**config.mk**
```make
export PLATFORM = sky130hd
export DESIGN_NAME = stopwatch_core
export DESIGN_NICKNAME = d
export VERILOG_FILES = /design/src/rtl/stopwatch_pkg.sv /design/src/rtl/stopwatch_core_bcd_digit.sv /design/src/rtl/stopwatch_core.sv
export SDC_FILE = /design/constraint.sdc
export NUM_CORES = 1
export LEC_CHECK = 0
export ABC_AREA = 1
export CAP_MARGIN = 20
export CORE_MARGIN = 10
export CORE_UTILIZATION = 56
export CTS_BUF_LIST = sky130_fd_sc_hd__clkbuf_8
export DETAILED_ROUTE_END_ITERATION = 7
export PLACE_DENSITY = 0.92
export SYNTH_ARGS = -nofsm -noshare
export SYNTH_HDL_FRONTEND = slang
export SYNTH_HIERARCHICAL = 1
export SYNTH_SLANG_ARGS = --single-unit
export TNS_END_PERCENT = 10
```
**constraint.sdc**
```tcl
create_clock -name clock_in -period 3.1 [get_ports clock_in]
set_input_delay 0.31 -clock clock_in [delete_from_list [all_inputs] [get_ports clock_in]]
set_output_delay 0.31 -clock clock_in [all_outputs]
set_load 0.01 [all_outputs]
```
**src/rtl/stopwatch_pkg.sv**
```systemverilog
// Shared constants for the tenths-of-a-second stopwatch.
// Holds FSM state encoding, digit width and the seconds-tens limit.
package stopwatch_pkg;

  localparam int DIGIT_W = 4;

  localparam logic [DIGIT_W-1:0] SEC_TENS_MAX = 4'd5;

  localparam logic [1:0] IDLE  = 2'd0;
  localparam logic [1:0] RUN   = 2'd1;
  localparam logic [1:0] LAP   = 2'd2;
  localparam logic [1:0] PAUSE = 2'd3;

endpackage

```
**src/rtl/stopwatch_core_bcd_digit.sv**
```systemverilog
// One wrapping BCD digit of the cascaded stopwatch counter.
// Ports: clock_in, reset, clr, inc in; q (digit), carry (wrap on inc) out.
import stopwatch_pkg::*;

module bcd_digit #(
  parameter logic [DIGIT_W-1:0] MAX = 4'd9
) (
  input  logic               clock_in,
  input  logic               reset,
  input  logic               clr,
  input  logic               inc,
  output logic [DIGIT_W-1:0] q,
  output logic               carry
);

  logic [DIGIT_W-1:0] r_q;
  logic               w_at_max;

  assign w_at_max = (r_q == MAX);
  assign carry    = inc & w_at_max;
  assign q        = r_q;

  always_ff @(posedge clock_in) begin
    if (reset || clr) begin
      r_q <= '0;
    end else if (inc) begin
      r_q <= w_at_max ? '0 : r_q + 1'b1;
    end
  end

endmodule

```
**src/rtl/stopwatch_core.sv**
```systemverilog
// Stopwatch: edge detect, RUN/LAP/PAUSE FSM, lap freeze, BCD display.
// Ports: clock_in, reset, tick_in, btn_* in; digit0..3, running,
// lap_active, rollover out.
import stopwatch_pkg::*;

module stopwatch_core #(
  parameter int TENTHS_MAX = 9,
  parameter int MIN_MAX    = 9
) (
  input  logic               clock_in,
  input  logic               reset,
  input  logic               tick_in,
  input  logic               btn_start,
  input  logic               btn_lap,
  input  logic               btn_clear,
  output logic [DIGIT_W-1:0] digit0,
  output logic [DIGIT_W-1:0] digit1,
  output logic [DIGIT_W-1:0] digit2,
  output logic [DIGIT_W-1:0] digit3,
  output logic               running,
  output logic               lap_active,
  output logic               rollover
);

  logic                    r_tick_q;
  logic                    r_start_q;
  logic                    r_lap_q;
  logic                    r_clear_q;
  logic [1:0]              r_state;
  logic [3:0][DIGIT_W-1:0] r_lap;
  logic                    r_roll;

  logic                    w_tick_ev;
  logic                    w_start_ev;
  logic                    w_lap_ev;
  logic                    w_clear_ev;
  logic                    w_counting;
  logic                    w_inc;
  logic                    w_clear;
  logic [1:0]              w_state_nx;
  logic                    w_lap_load;
  logic [3:0]              w_carry;
  logic [3:0][DIGIT_W-1:0] w_live;
  logic [3:0][DIGIT_W-1:0] w_disp;

  assign w_tick_ev  = tick_in ^ r_tick_q;
  assign w_start_ev = btn_start & ~r_start_q;
  assign w_lap_ev   = btn_lap & ~r_lap_q;
  assign w_clear_ev = btn_clear & ~r_clear_q;

  assign w_counting = (r_state == RUN) | (r_state == LAP);
  assign w_inc      = w_tick_ev & w_counting;

  // A lap press outranks clear even in PAUSE, where lap itself is a no-op.
  assign w_clear = (r_state == PAUSE) & w_clear_ev
                 & ~w_start_ev & ~w_lap_ev;

  bcd_digit #(.MAX(DIGIT_W'(TENTHS_MAX))) u_d0 (
    .clock_in (clock_in),
    .reset    (reset),
    .clr      (w_clear),
    .inc      (w_inc),
    .q        (w_live[0]),
    .carry    (w_carry[0])
  );

  bcd_digit #(.MAX(4'd9)) u_d1 (
    .clock_in (clock_in),
    .reset    (reset),
    .clr      (w_clear),
    .inc      (w_carry[0]),
    .q        (w_live[1]),
    .carry    (w_carry[1])
  );

  bcd_digit #(.MAX(SEC_TENS_MAX)) u_d2 (
    .clock_in (clock_in),
    .reset    (reset),
    .clr      (w_clear),
    .inc      (w_carry[1]),
    .q        (w_live[2]),
    .carry    (w_carry[2])
  );

  bcd_digit #(.MAX(DIGIT_W'(MIN_MAX))) u_d3 (
    .clock_in (clock_in),
    .reset    (reset),
    .clr      (w_clear),
    .inc      (w_carry[2]),
    .q        (w_live[3]),
    .carry    (w_carry[3])
  );

  always_comb begin
    w_state_nx = r_state;
    w_lap_load = 1'b0;
    unique case (r_state)
      IDLE: begin
        if (w_start_ev) w_state_nx = RUN;
      end
      RUN: begin
        if (w_start_ev) begin
          w_state_nx = PAUSE;
        end else if (w_lap_ev) begin
          w_state_nx = LAP;
          w_lap_load = 1'b1;
        end
      end
      LAP: begin
        if (w_start_ev)    w_state_nx = PAUSE;
        else if (w_lap_ev) w_state_nx = RUN;
      end
      PAUSE: begin
        if (w_start_ev)   w_state_nx = RUN;
        else if (w_clear) w_state_nx = IDLE;
      end
      default: w_state_nx = IDLE;
    endcase
  end

  // Edge-detect history loads the live input in reset so a level held
  // across reset is not seen as an event afterwards.
  always_ff @(posedge clock_in) begin
    if (reset) begin
      r_tick_q  <= tick_in;
      r_start_q <= btn_start;
      r_lap_q   <= btn_lap;
      r_clear_q <= btn_clear;
      r_state   <= IDLE;
      r_lap     <= '0;
      r_roll    <= 1'b0;
    end else begin
      r_tick_q  <= tick_in;
      r_start_q <= btn_start;
      r_lap_q   <= btn_lap;
      r_clear_q <= btn_clear;
      r_state   <= w_state_nx;
      r_roll    <= w_carry[3];
      if (w_clear) begin
        r_lap <= '0;
      end else if (w_lap_load) begin
        r_lap <= w_live;
      end
    end
  end

  assign w_disp = (r_state == LAP) ? r_lap : w_live;

  assign digit0     = w_disp[0];
  assign digit1     = w_disp[1];
  assign digit2     = w_disp[2];
  assign digit3     = w_disp[3];
  assign running    = w_counting;
  assign lap_active = (r_state == LAP);
  assign rollover   = r_roll;

endmodule
```
==> metrics.md <==
| Metric | Value |
|---|---|
| Run status | `completed` |
| CP max-delay cell | `dfxtp_1` |
| Power share of the clock group | `0.331` |
| Combinational fraction of design power | `0.195` |
| CTS Hold Bufs | `0` |
| Buf/Inv on CP | `8` |
| CTS sink cnt | `39` |
| Post-DP HPWL | `~2900 um` |
| Worst path most repeated cell | `nand2_1` |
| DR vias/cell | `slightly below 5` |
| Number of buffers created by CTS | `5` |
| Clock transition at the registers of the reported paths | `~0.08 ns` |
| Data required, critical path | `about 3.3 ns` |
| Multi-input logic area | `approximately 1000 um^2` |
| Chip height | `approximately 79 um` |
| Synth cell types | `23` |
| Max FO, Critical Path | `5` |
| Initial core utilization | `0.578` |
| DRC Markers | `0` |
| Final worst-path cycle share | `0.816` |
| P_leak | `approximately 0.001 uW` |
| Hold Vio Cnt, Final | `0` |
| Pins Over Slew Limit | `0` |
| Min cycle time layout | `between 2 and 3 ns` |
| # rows | `21` |
| Crit. End Element | `register` |
| Post-Layout Cell Count | `between 300 and 400` |
| Switching fraction of total power | `0.292` |
| Critical Path AT | `roughly 2.7 ns` |
| Drt first pass iters | `5` |
| Iter 0 DRT Violations | `90` |
| Via count | `1764` |
| Max Cap Violations | `0` |
| Share of layout cells above drive strength 1 | `0.129` |
| Seq pwr share | `0.474` |
| Post-CTS sizing | `0` |
| CTS max path bufs | `2` |
| Initial antenna violation count | `0` |
| Crit path kind | `register to register` |
| Psw | `~330 uW` |
| Final setup fails | `0` |
| Fill count | `~280` |
| Die Area | `0.00619 mm^2` |
| Core area | `between 0.003 and 0.004 mm^2` |
| Final TNS setup | `0 ns` |
| Clock latency on the worst-skew pair | `roughly 0.29 ns` |
| VDD IR max | `0.333 mV` |
| Max-slew headroom | `0.446` |
| Mapped Cells | `284` |
| CTS tree | `done` |
| Area grow syn2layout | `19.1%` |
| First-pass GRT wire length | `about 7400 um` |
| Yosys warnings | `6` |
| Cell Area, Synth | `approximately 0.0019 mm^2` |
| RSZ-0062 raised after global routing | `no` |
| NumNets Final | `around 320` |
| Max stage delay on crit path | `about 0.41 ns` |
| Avg WL per Cell | `roughly 12 um` |
| Largest net degree at the start of global routing | `21` |
| Gr usage total | `0.146` |
| Synth Area per Inst | `~6.8 um^2` |
| Sequential fraction of the synthesis area | `0.405` |
| CP cell instances | `inv_1 > ha_1 > nand2_1 > nor2_1 > nand2_1 > inv_2 > nand2_1 > inv_1 > nand2_1 > inv_2 > nand2_1 > inv_1 > nand2_2 > inv_2 > nand2_1 > inv_1 > nand2_1 > inv_2 > nand2_1 > nand2_1 > nor2_1` |
| Largest delay share family, worst path | `simple AND/OR/NAND/NOR gates` |
| Port buffer count | `24` |
| Fmax | `approximately 400 MHz` |
| ANT nets after route | `0` |
| Reg area | `between 700 and 800 um^2` |
| WL final | `approximately 4200 um` |
| Total grt overflow | `0` |
| Worst hold path class | `register to register` |
| Syn_nets | `between 200 and 300` |
| Startpoint Class | `register` |
| CTS HTree Levels | `2` |
| Die X | `just under 80 um` |
| Clock skew | `about 0.0057 ns` |
| Ant. Diodes | `0` |
| Worst-margin pin slew | `between 0.8 and 0.9 ns` |
| Seq cells post-synth | `39` |
| Vias in the first global route | `about 1700` |
| Placer Congestion | `0.880` |
| Post-CTS setup buffer count | `0` |
| PD cells | `around 500 mW/mm^2` |
| Clock root buffer | `clkbuf_8` |
| Placed cells | `approximately 350` |
| I/O pin total | `25` |
| Internal | `806 uW` |
## layout by cell type, fill, tap and decap left out, drive strengths merged
cell type,Yosys,final
dfxtp,39,39
clkinv,1,1
nand3,6,6
buf,4,2
inv,27,28
clkdlybuf4s50,0,24
nand4,4,4
o21bai,2,2
a211oi,1,1
clkbuf,3,7
ha,5,5
nand2,127,127
nor2,31,31
or2,2,2
a21oi,26,26
o21ai,6,6
## final cells by class
cell class | instances | share of cell area
tap | 46 | 0.0251
clock buffer | 7 | 0.0419
clock inverter | 1 | 0.00163
multi-input combinational | 210 | 0.435
sequential | 39 | 0.340
inverter | 28 | 0.0458
timing repair buffer | 26 | 0.111
## cell families (layout without fill, tap and decap cells)
kind of cell,count (synthesis),count (layout),synth area share
AND/OR/NAND/NOR,170,170,0.365
flip-flops,39,39,0.405
buffers and inverters,35,62,0.0772
adder cells (fa/ha/maj),5,5,0.0324
AO/OA/AOI/OAI,35,35,0.120
## layer usage
layer  up-vias  track usage  routed length (um)
met2        41        0.245                2070
met4         0       0.0735                  87
met5         -            0                   0
met1       791        0.159                1810
met3         9       0.0547                 241
li1        923            -                   -
## tightest hold or removal path, stage by stage, from the launching register on
cell and delay [ns]:
dfxtp_1 0.31, nand2_1 0.06, a21oi_1 0.05
## flip-flops by register name, summed over array words and instances, names as in the netlist
signal     flops
r_state        2
r_tick_q       1
u_d3/q         4
u_d2/q         4
r_clear_q      1
r_start_q      1
r_lap_q        1
rollover       1
r_lap         16
u_d1/q         4
u_d0/q         4
## Yosys cell counts (all sizes together)
master | count | area [um^2]
a21oi | 26 | 179
o21bai | 2 | 15.0
inv | 27 | 101
or2 | 2 | 12.5
ha | 5 | 62.6
a211oi | 1 | 7.51
clkinv | 1 | 3.75
dfxtp | 39 | 781
o21ai | 6 | 30.0
nand4 | 4 | 31.3
buf | 4 | 32.5
nor2 | 31 | 149
nand2 | 127 | 482
clkbuf | 3 | 11.3
nand3 | 6 | 30.0
## path summary, 6_finish.rpt
kind                            startpoint  depth (start not counted)  slack [ns]         to
worst max-delay path            r_state[0]                         21        0.57  u_d3/q[1]
worst min register to register    r_lap[7]                          2        0.47   r_lap[7]
worst max register to register  r_state[0]                         21        0.57  u_d3/q[1]
worst min-delay path              r_lap[7]                          2        0.47   r_lap[7]
## power by group through the flow
stage / registers (uW) / logic, uW / clock network (uW)
3_5_place_dp: 551 / 220 / 0
5_1_grt: 542 / 249 / 402
2_1_floorplan: 546 / 150 / 0
3_3_place_gp: 550 / 216 / 0
6_report: 539 / 222 / 377
4_1_cts: 539 / 223 / 385
## through the flow
| step | area [um^2] | hold WS (ns) | util | power, uW | setup WS (ns) |
|---|---|---|---|---|---|
| floorplan | 1930 | 0.338 | - | 696 | 0.858 |
| finish | 2300 | 0.467 | 0.688 | 1140 | 0.570 |
| CTS | 2300 | 0.468 | 0.688 | 1150 | 0.605 |
| detailed placement | 2200 | 0.456 | 0.658 | 771 | 0.613 |
| global placement | 2200 | 0.453 | 0.658 | 766 | 0.729 |
| global route | 2300 | 0.488 | 0.688 | 1190 | 0.196 |
(Power assumes the default switching activity.)
